**config.mk**
```make
export PLATFORM = sky130hd
export DESIGN_NAME = score_accumulator_flat
export DESIGN_NICKNAME = d
export VERILOG_FILES = /design/src/rtl/score_accumulator_if.sv /design/src/rtl/score_accumulator.sv /design/src/flat_wrapper.sv
export SDC_FILE = /design/constraint.sdc
export NUM_CORES = 1
export LEC_CHECK = 0
export BUFFER_PORTS_ARGS = -buffer_cell sky130_fd_sc_hd__buf_2
export CAP_MARGIN = 10
export CORE_MARGIN = 4
export CORE_UTILIZATION = 35
export CTS_BUF_LIST = sky130_fd_sc_hd__clkbuf_8
export DETAILED_ROUTE_END_ITERATION = 7
export GPL_ROUTABILITY_DRIVEN = 0
export HOLD_SLACK_MARGIN = 0.08
export PLACE_DENSITY = 0.59
export SETUP_SLACK_MARGIN = 0.2
export SLEW_MARGIN = 20
export SYNTH_ARGS = -nofsm -noshare
export SYNTH_HDL_FRONTEND = slang
export SYNTH_SLANG_ARGS = --single-unit
```
**constraint.sdc**
```tcl
create_clock -name clk -period 3.2 [get_ports clk]
set_clock_uncertainty 0.2 [all_clocks]
set_input_delay 0.64 -clock clk [delete_from_list [all_inputs] [get_ports clk]]
set_output_delay 0.64 -clock clk [all_outputs]
set_load 0.005 [all_outputs]
```
**src/rtl/score_accumulator_if.sv**
```systemverilog
// Score accumulator bus: command inputs from the hit/miss judge and the
// score/high-score outputs toward the display driver.
interface score_accumulator_if #(
   parameter int WIDTH      = 8,
   parameter int DWIDTH     = 4,
   parameter int STREAK_MAX = 4
);
   localparam int MW = $clog2(STREAK_MAX + 1);

   logic              CLR;
   logic              LD;
   logic              SUB;
   logic              MISS;
   logic [DWIDTH-1:0] D;
   logic [WIDTH-1:0]  Q;
   logic [WIDTH-1:0]  HI;
   logic [MW-1:0]     MULT;
   logic              OVF;
   logic              NEW_HI;

   // Judge side: issues commands, observes score state.
   modport master (
      output CLR, LD, SUB, MISS, D,
      input  Q, HI, MULT, OVF, NEW_HI
   );

   // Accumulator side: consumes commands, drives score state.
   modport slave (
      input  CLR, LD, SUB, MISS, D,
      output Q, HI, MULT, OVF, NEW_HI
   );
endinterface

```
**src/rtl/score_accumulator.sv**
```systemverilog
// Player-score accumulator: streak-multiplied hits, floored penalties,
// saturate-or-wrap overflow and a session high score that survives restarts.
module score_accumulator #(
   parameter int WIDTH      = 8,
   parameter int DWIDTH     = 4,
   parameter bit SATURATE   = 1'b1,
   parameter int STREAK_LEN = 3,
   parameter int STREAK_MAX = 4
) (
   input logic                clk,
   input logic                CLR_n,
   score_accumulator_if.slave bus
);
   localparam int MW = $clog2(STREAK_MAX + 1);
   localparam int CW = $clog2(STREAK_LEN + 1);
   localparam int GW = DWIDTH + MW;
   localparam int SW = ((WIDTH > GW) ? WIDTH : GW) + 1;

   localparam logic [MW-1:0]    MULT_ONE = MW'(1);
   localparam logic [MW-1:0]    MULT_TOP = MW'(STREAK_MAX);
   localparam logic [CW-1:0]    HITS_TOP = CW'(STREAK_LEN);
   localparam logic [WIDTH-1:0] Q_MAX    = {WIDTH{1'b1}};

   logic [WIDTH-1:0] q_q, q_d;
   logic [WIDTH-1:0] hi_q, hi_d;
   logic [MW-1:0]    mult_q, mult_d;
   logic [CW-1:0]    hits_q, hits_d;
   logic             ovf_q, ovf_d;
   logic             new_hi_q, new_hi_d;

   logic [GW-1:0]    gain_s;
   logic [SW-1:0]    sum_s;
   logic [CW-1:0]    hits_inc_s;

   // Next-state: command priority CLR > SUB > LD > MISS, plus high-score compare.
   always_comb begin
      q_d        = q_q;
      hi_d       = hi_q;
      mult_d     = mult_q;
      hits_d     = hits_q;
      ovf_d      = ovf_q;
      new_hi_d   = 1'b0;
      gain_s     = GW'(bus.D) * GW'(mult_q);
      sum_s      = SW'(q_q) + SW'(gain_s);
      hits_inc_s = hits_q + CW'(1);

      // High score tracks the registered score one cycle later; a restart
      // edge leaves it untouched.
      if (bus.CLR) begin
         new_hi_d = 1'b0;
      end else if (q_q > hi_q) begin
         hi_d     = q_q;
         new_hi_d = 1'b1;
      end else begin
         new_hi_d = 1'b0;
      end

      if (bus.CLR) begin
         q_d    = {WIDTH{1'b0}};
         ovf_d  = 1'b0;
         mult_d = MULT_ONE;
         hits_d = {CW{1'b0}};
      end else if (bus.SUB) begin
         // Penalty floors at zero instead of underflowing.
         if (SW'(q_q) >= SW'(bus.D)) begin
            q_d = q_q - WIDTH'(bus.D);
         end else begin
            q_d = {WIDTH{1'b0}};
         end
         mult_d = MULT_ONE;
         hits_d = {CW{1'b0}};
      end else if (bus.LD) begin
         if (|sum_s[SW-1:WIDTH]) begin
            ovf_d = 1'b1;
            q_d   = SATURATE ? Q_MAX : sum_s[WIDTH-1:0];
         end else begin
            q_d = sum_s[WIDTH-1:0];
         end
         // Each completed streak bumps the multiplier up to its ceiling.
         if (hits_inc_s == HITS_TOP) begin
            hits_d = {CW{1'b0}};
            if (mult_q < MULT_TOP) begin
               mult_d = mult_q + MW'(1);
            end else begin
               mult_d = mult_q;
            end
         end else begin
            hits_d = hits_inc_s;
         end
      end else if (bus.MISS) begin
         mult_d = MULT_ONE;
         hits_d = {CW{1'b0}};
      end else begin
         q_d = q_q;
      end
   end

   // State registers with synchronous active-low session reset.
   always_ff @(posedge clk) begin
      if (!CLR_n) begin
         q_q      <= {WIDTH{1'b0}};
         hi_q     <= {WIDTH{1'b0}};
         mult_q   <= MULT_ONE;
         hits_q   <= {CW{1'b0}};
         ovf_q    <= 1'b0;
         new_hi_q <= 1'b0;
      end else begin
         q_q      <= q_d;
         hi_q     <= hi_d;
         mult_q   <= mult_d;
         hits_q   <= hits_d;
         ovf_q    <= ovf_d;
         new_hi_q <= new_hi_d;
      end
   end

   assign bus.Q      = q_q;
   assign bus.HI     = hi_q;
   assign bus.MULT   = mult_q;
   assign bus.OVF    = ovf_q;
   assign bus.NEW_HI = new_hi_q;
endmodule

```
**src/flat_wrapper.sv**
```systemverilog
// flat-port wrapper written by rule: the top's interface ports become plain ports
module score_accumulator_flat 
#(
   parameter int WIDTH      = 8,
   parameter int DWIDTH     = 4,
   parameter bit SATURATE   = 1'b1,
   parameter int STREAK_LEN = 3,
   parameter int STREAK_MAX = 4
)
  (clk, CLR_n, bus_CLR, bus_LD, bus_SUB, bus_MISS, bus_D, bus_Q, bus_HI, bus_MULT, bus_OVF, bus_NEW_HI);
  score_accumulator_if #(.WIDTH(WIDTH), .DWIDTH(DWIDTH), .STREAK_MAX(STREAK_MAX)) bus_i ();
  input logic clk;
  input logic CLR_n;
  input wire logic [$bits(bus_i.CLR)-1:0] bus_CLR;
  input wire logic [$bits(bus_i.LD)-1:0] bus_LD;
  input wire logic [$bits(bus_i.SUB)-1:0] bus_SUB;
  input wire logic [$bits(bus_i.MISS)-1:0] bus_MISS;
  input wire logic [$bits(bus_i.D)-1:0] bus_D;
  output wire logic [$bits(bus_i.Q)-1:0] bus_Q;
  output wire logic [$bits(bus_i.HI)-1:0] bus_HI;
  output wire logic [$bits(bus_i.MULT)-1:0] bus_MULT;
  output wire logic [$bits(bus_i.OVF)-1:0] bus_OVF;
  output wire logic [$bits(bus_i.NEW_HI)-1:0] bus_NEW_HI;
  assign bus_i.CLR = bus_CLR;
  assign bus_i.LD = bus_LD;
  assign bus_i.SUB = bus_SUB;
  assign bus_i.MISS = bus_MISS;
  assign bus_i.D = bus_D;
  assign bus_Q = bus_i.Q;
  assign bus_HI = bus_i.HI;
  assign bus_MULT = bus_i.MULT;
  assign bus_OVF = bus_i.OVF;
  assign bus_NEW_HI = bus_i.NEW_HI;
  score_accumulator #(.WIDTH(WIDTH), .DWIDTH(DWIDTH), .SATURATE(SATURATE), .STREAK_LEN(STREAK_LEN), .STREAK_MAX(STREAK_MAX)) u_core (.clk(clk), .CLR_n(CLR_n), .bus(bus_i));
endmodule
```
==> metrics <==
status=completed; post-synth top area cell=dfxtp_1; Die Wd=83.3 um; crit path DAT=3000 ps; Clock Latency Late Sink=280 ps; worst min-delay path class=flip-flop to flip-flop; multi-input logic area=1460 sq um; Buffers on Ports=30; hold buffer count at cts=0; routing usage on met2=0.217; Startpoint Class=primary input; TNS Setup=0 ps; share of the synthesized area in the top cell type=0.232; Hold Vio Cnt, Final=0; ANT nets after route=0; Syn Area/Cell=8.44 sq um; setup bufs post-CTS=0; Starting Density=0.360; fill count=556; CTS tree=yes; critical path class=primary input to flip-flop; Pre-antenna DRT Iters=4; antenna violations before repair=0; All-Layer GR Usage=0.135; # diodes=0; Layout area overhead=25.6%; Pins Over Slew Limit=0; DPL Wire Length=3720 um; register area=462 sq um; Max Cap Viol=0; Area contributors post-synth=dfxtp_1 23%, ha_1 15%, fa_1 8.1%; Die Y=83.3 um; Critical Path End Type=flip-flop; Synthesized Nets=276; Inserted Clock Buffers=3; fin crit period=3050 ps; Required @ worst endpoint=3150 ps; dominant synthesized flop cell=dfxtp_1; Lkg Pwr=0.00112 uW; met1 Use GR=0.186; mean routed wirelength per cell=12.9 um; final core utilization=0.452; Tot Pwr=700 uW; drt via density=4.90; number of flops mapped to enable cells by yosys=0; Peak VDD IR=0.162 mV; Final Hold Slack=268 ps; # rows=27; drt drc=0; highest clock rate=0.328 GHz; busiest grt layer=met2; Vias=1750; die area=6930 sq um; vias in the first global route=1598; RSZ-0062 raised after global routing=true; worst-margin pin slew=456 ps; gr ovfl total=0; Final Cell Area=2490 sq um; flops & latches, synth=23; pwr dens=281 nW/um^2; ys async rst share=0; largest net degree at the start of global routing=21; register area share after synthesis=0.232; num ports=31; total wire length=4590 um; Yosys cell types=46; area of the mapped netlist=1980 sq um; core area=5510 sq um; CTS sink cnt=23; crit share post-route=0.953; Ys Warns=0; # H-tree levels=1; slew margin rel.=0.692; Syn Inst Count=235; Longest Clk Path Bufs=2; Root Driver=clkbuf_8; layout cell share with drive strength beyond 1=0.267; post-place instance area=2380 sq um; Worst-path clk slew=90 ps; GRT met3 Usage=0.0149; Initial DRC Count=36; first-pass GRT wire length=7810 um; layout net count=327; crit path max fanout=3; Setup Viol. Count Final=0
==> path summary, 6_finish.rpt <==
kind / from / to / slack (ps) / depth (start not counted)
max: bus_D[1] / u_core.bus.Q[5] / 150 / 10
min: u_core.bus.OVF / u_core.bus.OVF / 270 / 2
max reg2reg: u_core.bus.MULT[0] / u_core.bus.Q[7] / 200 / 12
min reg2reg: u_core.bus.OVF / u_core.bus.OVF / 270 / 2
==> Yosys cell counts, drive strengths merged (3+ instances only) <==
cell and count:
a21o 4, a21oi 25, a31oi 3, and2 11, dfxtp 23, fa 8, ha 23, inv 32
mux2i 11, nand2 25, nand2b 4, nand3 5, nand4 3, nor2 15, nor2b 4, o21ai 4
o31a 3, xnor2 4
==> repair_timing <==
action / in CTS / in global routing
resized for setup: 7 / 7
pin swaps: 6 / 6
endpoints found under the setup margin: 9 / 9
==> metrics by stage <==
step	setup slack (ps)	cells
final	152	357
after global routing	-47.8	357
after CTS	124	357
after detailed placement	-203	353
after global placement	-189	353
after floorplan	110	235
==> metal layers <==
metal / up-vias / wire (um)
met5: - / 0
met4: 0 / 64
met3: 4 / 86
met2: 24 / 2160
met1: 812 / 2280
li1: 910 / -
==> area by class of cell <==
cell class,count,area share
Multi-Input combinational cell,177,0.587
Sequential cell,23,0.185
Timing Repair Buffer,49,0.124
Inverter,32,0.0482
Tap cell,72,0.0362
Clock buffer,3,0.0166
Clock inverter,1,0.00301
==> flip-flops by register name (all words and copies together) (netlist names) <==
signal,flops
u_core.bus.Q,8
u_core.bus.OVF,1
u_core.bus.NEW_HI,1
u_core.bus.MULT,3
u_core.bus.HI,8
u_core.hits_q,2
==> logic make-up after synthesis <==
logic type,Yosys count,synth area share
XOR/XNOR,5,0.0221
flip-flops,23,0.232
multiplexers,11,0.0555
adder cells (fa/ha/maj),31,0.226
AO/OA/AOI/OAI,52,0.194
buffers and inverters,35,0.0669
AND/OR/NAND/NOR,78,0.204
==> critical path, cell delays in order <==
cell	delay, ps
buf_8	80
nand2_4	40
fa_1	550
fa_1	460
fa_1	490
nand2b_1	190
a21oi_1	200
nor2_1	70
a21oi_1	150
a41oi_2	120
==> cell usage in the layout (no fill, tap or decap), types with 3 or more instances in the layout <==
master and count:
a21oi_1 19, nand2_1 23, nor2_1 15, nand3_1 5, nand2b_1 4, o21ai_0 3, dfxtp_1 22, inv_1 31
fa_1 8, xnor2_1 4, and2_1 11, nand4_1 3, clkbuf_8 3, a21o_1 4, buf_2 28, mux2i_1 11
ha_1 22, a21oi_2 4, buf_4 19
==> power by group <==
part	switching, uW	internal [uW]	total [uW]
clock	111	88.6	199
sequential	7.50	294	301
combinational	110	89.9	199
total	228	472	700
Note: power is estimated with default switching activity, not from simulation.
